[src/rtl/huff_decoder.sv]
// huff_decoder: bit-serial Huffman stream decoder with a loadable code table.
module huff_decoder #(
    parameter int TABLE_SIZE   = 32,
    parameter int MAX_CODE_LEN = 16
) (
    input  logic                          clock,
    input  logic                          reset,
    input  logic                          start,
    input  logic                          tableWrite,
    input  logic [$clog2(TABLE_SIZE)-1:0] tableIndex,
    input  logic [31:0]                   symbol,
    input  logic [7:0]                    symbolLength,
    input  logic [7:0]                    character,
    input  logic [31:0]                   wordIn,
    input  logic                          wordValid,
    output logic                          wordReady,
    output logic [7:0]                    charOut,
    output logic                          charValid,
    input  logic                          charReady,
    output logic                          done,
    output logic                          error,
    output logic [15:0]                   log
);
    localparam int indexWidth = $clog2(TABLE_SIZE);
    localparam int lenWidth   = $clog2(MAX_CODE_LEN + 1);

    localparam logic [2:0] IDLE   = 3'd0;
    localparam logic [2:0] HEADER = 3'd1;
    localparam logic [2:0] DECODE = 3'd2;
    localparam logic [2:0] FETCH  = 3'd3;
    localparam logic [2:0] EMIT   = 3'd4;
    localparam logic [2:0] DONE   = 3'd5;
    localparam logic [2:0] ERROR  = 3'd6;

    logic [2:0]            state;
    logic [15:0]           bitsLeft;
    logic [31:0]           buffer;
    logic [4:0]            bitPos;
    logic                  bufEmpty;
    logic [31:0]           code;
    logic [lenWidth-1:0]   codeLen;
    logic [31:0]           tabSym  [TABLE_SIZE];
    logic [7:0]            tabLen  [TABLE_SIZE];
    logic [7:0]            tabChar [TABLE_SIZE];

    logic                  curBit;
    logic [31:0]           nextCode;
    logic [lenWidth-1:0]   nextLen;
    logic [31:0]           lenMask;
    logic                  hit;
    logic [indexWidth-1:0] hitIdx;

    assign curBit   = buffer[bitPos];
    assign nextCode = {code[30:0], curBit};
    assign nextLen  = codeLen + lenWidth'(1);
    assign lenMask  = ~(32'hFFFF_FFFF << nextLen);

    // Descending scan so the lowest matching index is the one left standing.
    always_comb begin
        hit    = 1'b0;
        hitIdx = '0;
        for (int i = TABLE_SIZE - 1; i >= 0; i--) begin
            if (tabLen[i] == 8'(nextLen) && (tabSym[i] & lenMask) == nextCode) begin
                hit    = 1'b1;
                hitIdx = indexWidth'(i);
            end
        end
    end

    always_ff @(posedge clock) begin
        if (state == IDLE && tableWrite) begin
            tabSym[tableIndex]  <= symbol;
            tabChar[tableIndex] <= character;
        end
    end

    // Only the length field needs clearing: length 0 marks an entry invalid.
    always_ff @(posedge clock or negedge reset) begin
        if (!reset) begin
            for (int i = 0; i < TABLE_SIZE; i++) tabLen[i] <= '0;
        end else if (state == IDLE && tableWrite) begin
            tabLen[tableIndex] <= symbolLength;
        end
    end

    always_ff @(posedge clock or negedge reset) begin
        if (!reset) begin
            state    <= IDLE;
            bitsLeft <= '0;
            buffer   <= '0;
            bitPos   <= '0;
            bufEmpty <= 1'b0;
            code     <= '0;
            codeLen  <= '0;
            charOut  <= '0;
        end else begin
            case (state)
                IDLE: if (start) state <= HEADER;
                HEADER: if (wordValid) begin
                    bitsLeft <= wordIn[31:16];
                    buffer   <= {16'h0, wordIn[15:0]};
                    bitPos   <= 5'd15;
                    bufEmpty <= 1'b0;
                    code     <= '0;
                    codeLen  <= '0;
                    state    <= (wordIn[31:16] == 16'd0) ? DONE : DECODE;
                end
                FETCH: if (wordValid) begin
                    buffer   <= wordIn;
                    bitPos   <= 5'd31;
                    bufEmpty <= 1'b0;
                    state    <= DECODE;
                end
                DECODE: begin
                    code     <= nextCode;
                    codeLen  <= nextLen;
                    bitsLeft <= bitsLeft - 16'd1;
                    bitPos   <= bitPos - 5'd1;
                    bufEmpty <= (bitPos == 5'd0);
                    if (hit) begin
                        charOut <= tabChar[hitIdx];
                        state   <= EMIT;
                    end else if (nextLen >= lenWidth'(MAX_CODE_LEN)) begin
                        state <= ERROR;
                    end else if (bitsLeft == 16'd1) begin
                        state <= ERROR;
                    end else if (bitPos == 5'd0) begin
                        state <= FETCH;
                    end
                end
                EMIT: if (charReady) begin
                    code    <= '0;
                    codeLen <= '0;
                    state   <= (bitsLeft == 16'd0) ? DONE : bufEmpty ? FETCH : DECODE;
                end
                DONE:    state <= IDLE;
                ERROR:   if (start) state <= HEADER;
                default: state <= IDLE;
            endcase
        end
    end

    assign wordReady = (state == HEADER) || (state == FETCH);
    assign charValid = (state == EMIT);
    assign done      = (state == DONE);
    assign error     = (state == ERROR);
    assign log       = {13'd0, state};
endmodule

[config.mk]
export PLATFORM = sky130hd
export DESIGN_NAME = huff_decoder
export DESIGN_NICKNAME = d
export VERILOG_FILES = /design/src/rtl/huff_decoder.sv
export SDC_FILE = /design/constraint.sdc
export NUM_CORES = 2
export LEC_CHECK = 0
export ABC_AREA = 1
export CAP_MARGIN = 20
export CORE_AREA = 2 2 388 390
export DETAILED_ROUTE_END_ITERATION = 6
export DIE_AREA = 0 0 390 392
export HOLD_SLACK_MARGIN = 0.15
export PLACE_DENSITY = 0.69
export SYNTH_ARGS = -nofsm -noshare
export SYNTH_HDL_FRONTEND = slang
export SYNTH_SLANG_ARGS = --single-unit
export TNS_END_PERCENT = 5
[constraint.sdc]
create_clock -name clock -period 4.87 [get_ports clock]
set_input_delay 0.974 -clock clock [delete_from_list [all_inputs] [get_ports clock]]
set_output_delay 0.974 -clock clock [all_outputs]
set_load 0.01 [all_outputs]
==> results by stage <==
Setup path:
- The terminus of the critical flop-to-flop path is charOut[7].
- The library cell contributing the largest single delay on the critical path is sky130_fd_sc_hd__dfrtp_1.
- Along the worst path, the maximum fanout reaches 31.
- Counting stages on the worst path, the most repeated cell is sky130_fd_sc_hd__nand2_1.
- The worst register-to-register path has a setup slack of -790 ps.
- For this run, the slowest stage of the critical path takes 380 ps.
- The origin of the critical flop-to-flop path is codeLen[1].
- The data arrival at the endpoint of the critical path is 6370 ps.
- STA classifies the critical path endpoint as a flop.
- Together, buffers and inverters on the worst path number 13.
- STA puts the critical path data required time at 5580 ps.
- The cell class contributing the biggest share of worst-path delay is simple AND/OR/NAND/NOR gates.
- The critical path class is reg2reg.
- The number of cells on the worst reg-to-reg path is 48.
- STA classifies the critical path startpoint as a flop.

STA:
- The final critical path time including I/O delays and setup is 5659 ps.
- The number of failing hold endpoints at the final stage is 0.
- Across all hold checks on the routed design, the worst slack comes to 267.0 ps.
- The final worst setup slack is -789.1 ps.
- Static timing analysis puts the maximum clock frequency at 176.7 MHz.
- The relative max-transition margin is 17.94%.
- The final number of max-transition violations is 0.
- Summed over all failing endpoints, the final setup total negative slack is -6240 ps.
- The slew of the pin with the lowest slew margin is 1230 ps.
- Setup repair after global routing could not meet its margin everywhere.
- The final cycle utilization of the critical path is 116.2%.
- The final number of setup-violating endpoints is 10.
- Clock skew on the completed layout was measured at 37.85 ps.

Floorplanning:
- The number of placement rows is 142.
- The initial utilization of the core area, before any placement, comes to 49.67%.
- In this run the count of I/O pins placed on the die edge is 119.
- The die extent in x is 390 µm.
- The floorplan step defined a core boundary enclosing 0.1489 mm².
- The area enclosed by the die boundary is 0.1529 mm².
- In this run the vertical extent of the chip is 392 µm.

GRT:
- The first global-routing pass estimated 392,600 µm of wire.
- The final global-route overflow total is 0.
- The pin count of the biggest net entering global routing is 120.
- The number of antenna violations at the first check in global routing was 12.
- For this run, the total global-route usage over all layers was measured as 35.49%.
- The number of global-route vias before repair came to 57,370.

Clock network:
- The register clock-pin slew on the reported worst setup and hold paths is 60 ps.
- Clock tree synthesis inserted a total of 171 buffers.
- The H-tree level count is 4.
- The largest buffer count on any clock path is 3.
- The clock latency on the worst-skew pair is 830 ps.
- The root buffer cell chosen for the clock tree is sky130_fd_sc_hd__clkbuf_16.
- TritonCTS built the clock tree.
- Clock tree synthesis found a total of 1,605 sinks.

Place:
- The count of buffers from port buffering is 104.
- The placed wire-length estimate is 182,200 µm.
- After detailed placement, the total cell area comes to 0.08326 mm².
- The global placement routability congestion is 1.010.

Hold path:
- The path type of the worst min-delay path is in2async.

Routing:
- Dividing the detail-routed via count by the number of cells gives 6.119.
- In the routed design, unresolved DRC markers number 1.
- The via total after detailed routing is 60,690.
- The total routed wirelength is 274,700 µm.
- The detailed-route wire length per cell is 27.70 µm.
- For this run, the detailed router's first-pass iteration total came to 7.
- In this run the remaining antenna-violating nets after routing total 0.
- The first routing iteration left 8,658 violations.

Yosys:
- Among all flip-flop cells after synthesis, the most frequent one is sky130_fd_sc_hd__edfxtp_1.
- Of all flip-flops after synthesis, the portion carrying an async set or reset was 22.24%.
- The gate count of the mapped netlist is 7,063.
- The synthesized netlist occupies a cell area of 0.07395 mm².
- The synthesized area per cell is 10.47 µm².
- Synthesis inferred 1,605 register bits.
- The synthesized design contains 1,248 enable-type register cells.
- The synthesized netlist contains 58 unique library cells.
- The sequential element share of the synthesized area is 62.76%.
- The Yosys step of the flow raised 0 warnings.

Cells and area:
- Leaving out fill and tap cells, the most frequent cells in the layout are 1,927 x sky130_fd_sc_hd__nand2_1, 1,248 x sky130_fd_sc_hd__edfxtp_1, 752 x sky130_fd_sc_hd__buf_4, 560 x sky130_fd_sc_hd__xor2_1, 519 x sky130_fd_sc_hd__nand3_1.
- Once layout is done, the placed cells without fillers occupy 0.09029 mm².
- The number of inserted filler cells in the final layout is 11,870.
- In the final layout, the share of cells above drive strength 1 is 16.86%.
- Relative to the synthesized area, the layout overhead comes to 22.09%.
- The most frequent standard cell in the layout excluding fill and tap cells is sky130_fd_sc_hd__nand2_1.
- The final layout net count is 7,926.

Flow run:
- The max-capacitance violation count is 0.

Pwr:
- VDD sags by at most 0.4546 mV.
- In this run the power density over the cells is 664.9 mW/mm².
- The leakage power is 34.39 nW.

Status:
- The flow ran to the end, but the final reports show violations.
- The checks that failed: design-rule violations, negative setup slack.
==> cells by family (layout without fill, tap and decap cells) <==
group	after synthesis	after routing	synth area share, %
xor gates and xnor gates	583	583	6.905
AOI/OAI and AO/OA	896	896	7.343
DFF	1605	1605	62.76
adders and majority gates	10	10	0.1692
and+or+nand+nor	3177	3178	18.27
buffers and inverters	791	1688	4.555
other	1	14	0.005071
==> where the power goes <==
part,leakage [nW],internal [W],switching [W]
Sequential,15.7,0.0160,0.000813
Combinational,16.0,0.0112,0.0189
Clock,2.71,0.00744,0.00563
Total,34.4,0.0346,0.0254
==> synth_stat cells (all sizes together), types with 2 or more instances <==
| master | number | area [µm²] |
|---|---|---|
| a221o | 5 | 50.05 |
| or4 | 18 | 135.1 |
| nor4b | 4 | 35.03 |
| clkinv | 19 | 71.32 |
| buf | 217 | 1214 |
| o211ai | 10 | 75.07 |
| and3 | 9 | 56.30 |
| o2111ai | 31 | 271.5 |
| clkbuf | 207 | 777.0 |
| ha | 10 | 125.1 |
| o221ai | 9 | 78.83 |
| nor2 | 344 | 1329 |
| dfrtp | 357 | 8934 |
| edfxtp | 1248 | 37480 |
| a2111oi | 9 | 78.83 |
| a2111o | 5 | 56.30 |
| xnor2 | 22 | 192.7 |
| nand2 | 1962 | 7387 |
| inv | 348 | 1306 |
| a22o | 23 | 201.4 |
| a31oi | 20 | 125.1 |
| o31ai | 2 | 15.01 |
| nand3 | 538 | 2713 |
| nor3 | 32 | 160.2 |
| a211o | 2 | 17.52 |
| nand3b | 4 | 30.03 |
| xor2 | 561 | 4913 |
| and2 | 13 | 81.33 |
| nor4 | 119 | 744.5 |
| a221oi | 49 | 429.2 |
| o21ai | 428 | 2157 |
| a211oi | 42 | 315.3 |
| nand4 | 134 | 838.3 |
| a21boi | 2 | 15.01 |
| o22ai | 160 | 1001 |
| a21oi | 86 | 434.2 |
| a22oi | 6 | 45.04 |
==> per-layer routing <==
layer  track usage [%]  vias to the layer above  share of wire [%]
met5                 0                        -              0.049
met4             21.54                       20                7.1
met3             7.810                      941                 12
met2             53.42                     4361                 43
met1             47.15                    29320                 37
li1                  -                    26050                  -
==> registers in the layout, summed over array words and instances, names as in the netlist <==
name      count
codeLen       5
code         31
tabSym      992
bufEmpty      1
tabChar     256
bitsLeft     16
buffer       32
state         3
bitPos        5
tabLen      256
charOut       8
==> timing repair <==
| action | in CTS | in global routing |
|---|---|---|
| pin swaps | 78 | 33 |
| hold buffers | 0 | 0 |
| resized for setup | 169 | 37 |
| setup buffers | 45 | 8 |
| gates cloned | 4 | 2 |
| endpoints found under the setup margin | 11 | 11 |
==> layout make-up <==
cell class	count	area, µm²	share of cell area, %
Sequential cell	1605	46420	51.41
Multi-Input combinational cell	4680	25140	27.85
Timing Repair Buffer	1000	9348	10.35
Clock buffer	236	4717	5.224
Tap cell	1944	2432	2.694
Inverter	367	1400	1.551
Clock inverter	85	829.5	0.9187
Antenna cell	1	2.502	0.002771
==> worst reg2reg max path, delay by kind of cell, from the launching register on <==
family	cells	cell delay [ps]
AO/OA/AOI/OAI	2	200
adder cells (fa/ha/maj)	1	150
AND/OR/NAND/NOR	32	2960
buffers and inverters	13	1830
flip-flops	1	380
==> worst max path at each step <==
stage / from / endpoint / slack (ps) / cells after the start
2_1_floorplan: codeLen[0] / charOut[1] / 90 / 29
3_3_place_gp: codeLen[0] / charOut[1] / -980 / 47
3_5_place_dp: codeLen[0] / charOut[4] / -1090 / 46
4_1_cts: codeLen[1] / charOut[1] / -490 / 58
5_1_grt: codeLen[1] / charOut[2] / -1090 / 57
6_report: codeLen[1] / charOut[7] / -790 / 48
==> per-stage QoR <==
| step | utilization (%) | total power [W] | std cells | setup WS, ps |
|---|---|---|---|---|
| after floorplan | - | 0.03071 | 7075 | 85.88 |
| after global placement | 55.88 | 0.04425 | 9533 | -977.8 |
| after detailed placement | 55.92 | 0.04462 | 9535 | -1090 |
| after CTS | 60.42 | 0.05876 | 9905 | -494.2 |
| after global routing | 60.64 | 0.06201 | 9917 | -1086 |
| final | 60.64 | 0.06003 | 9918 | -789.1 |
Power figures use the tool's default switching activity.
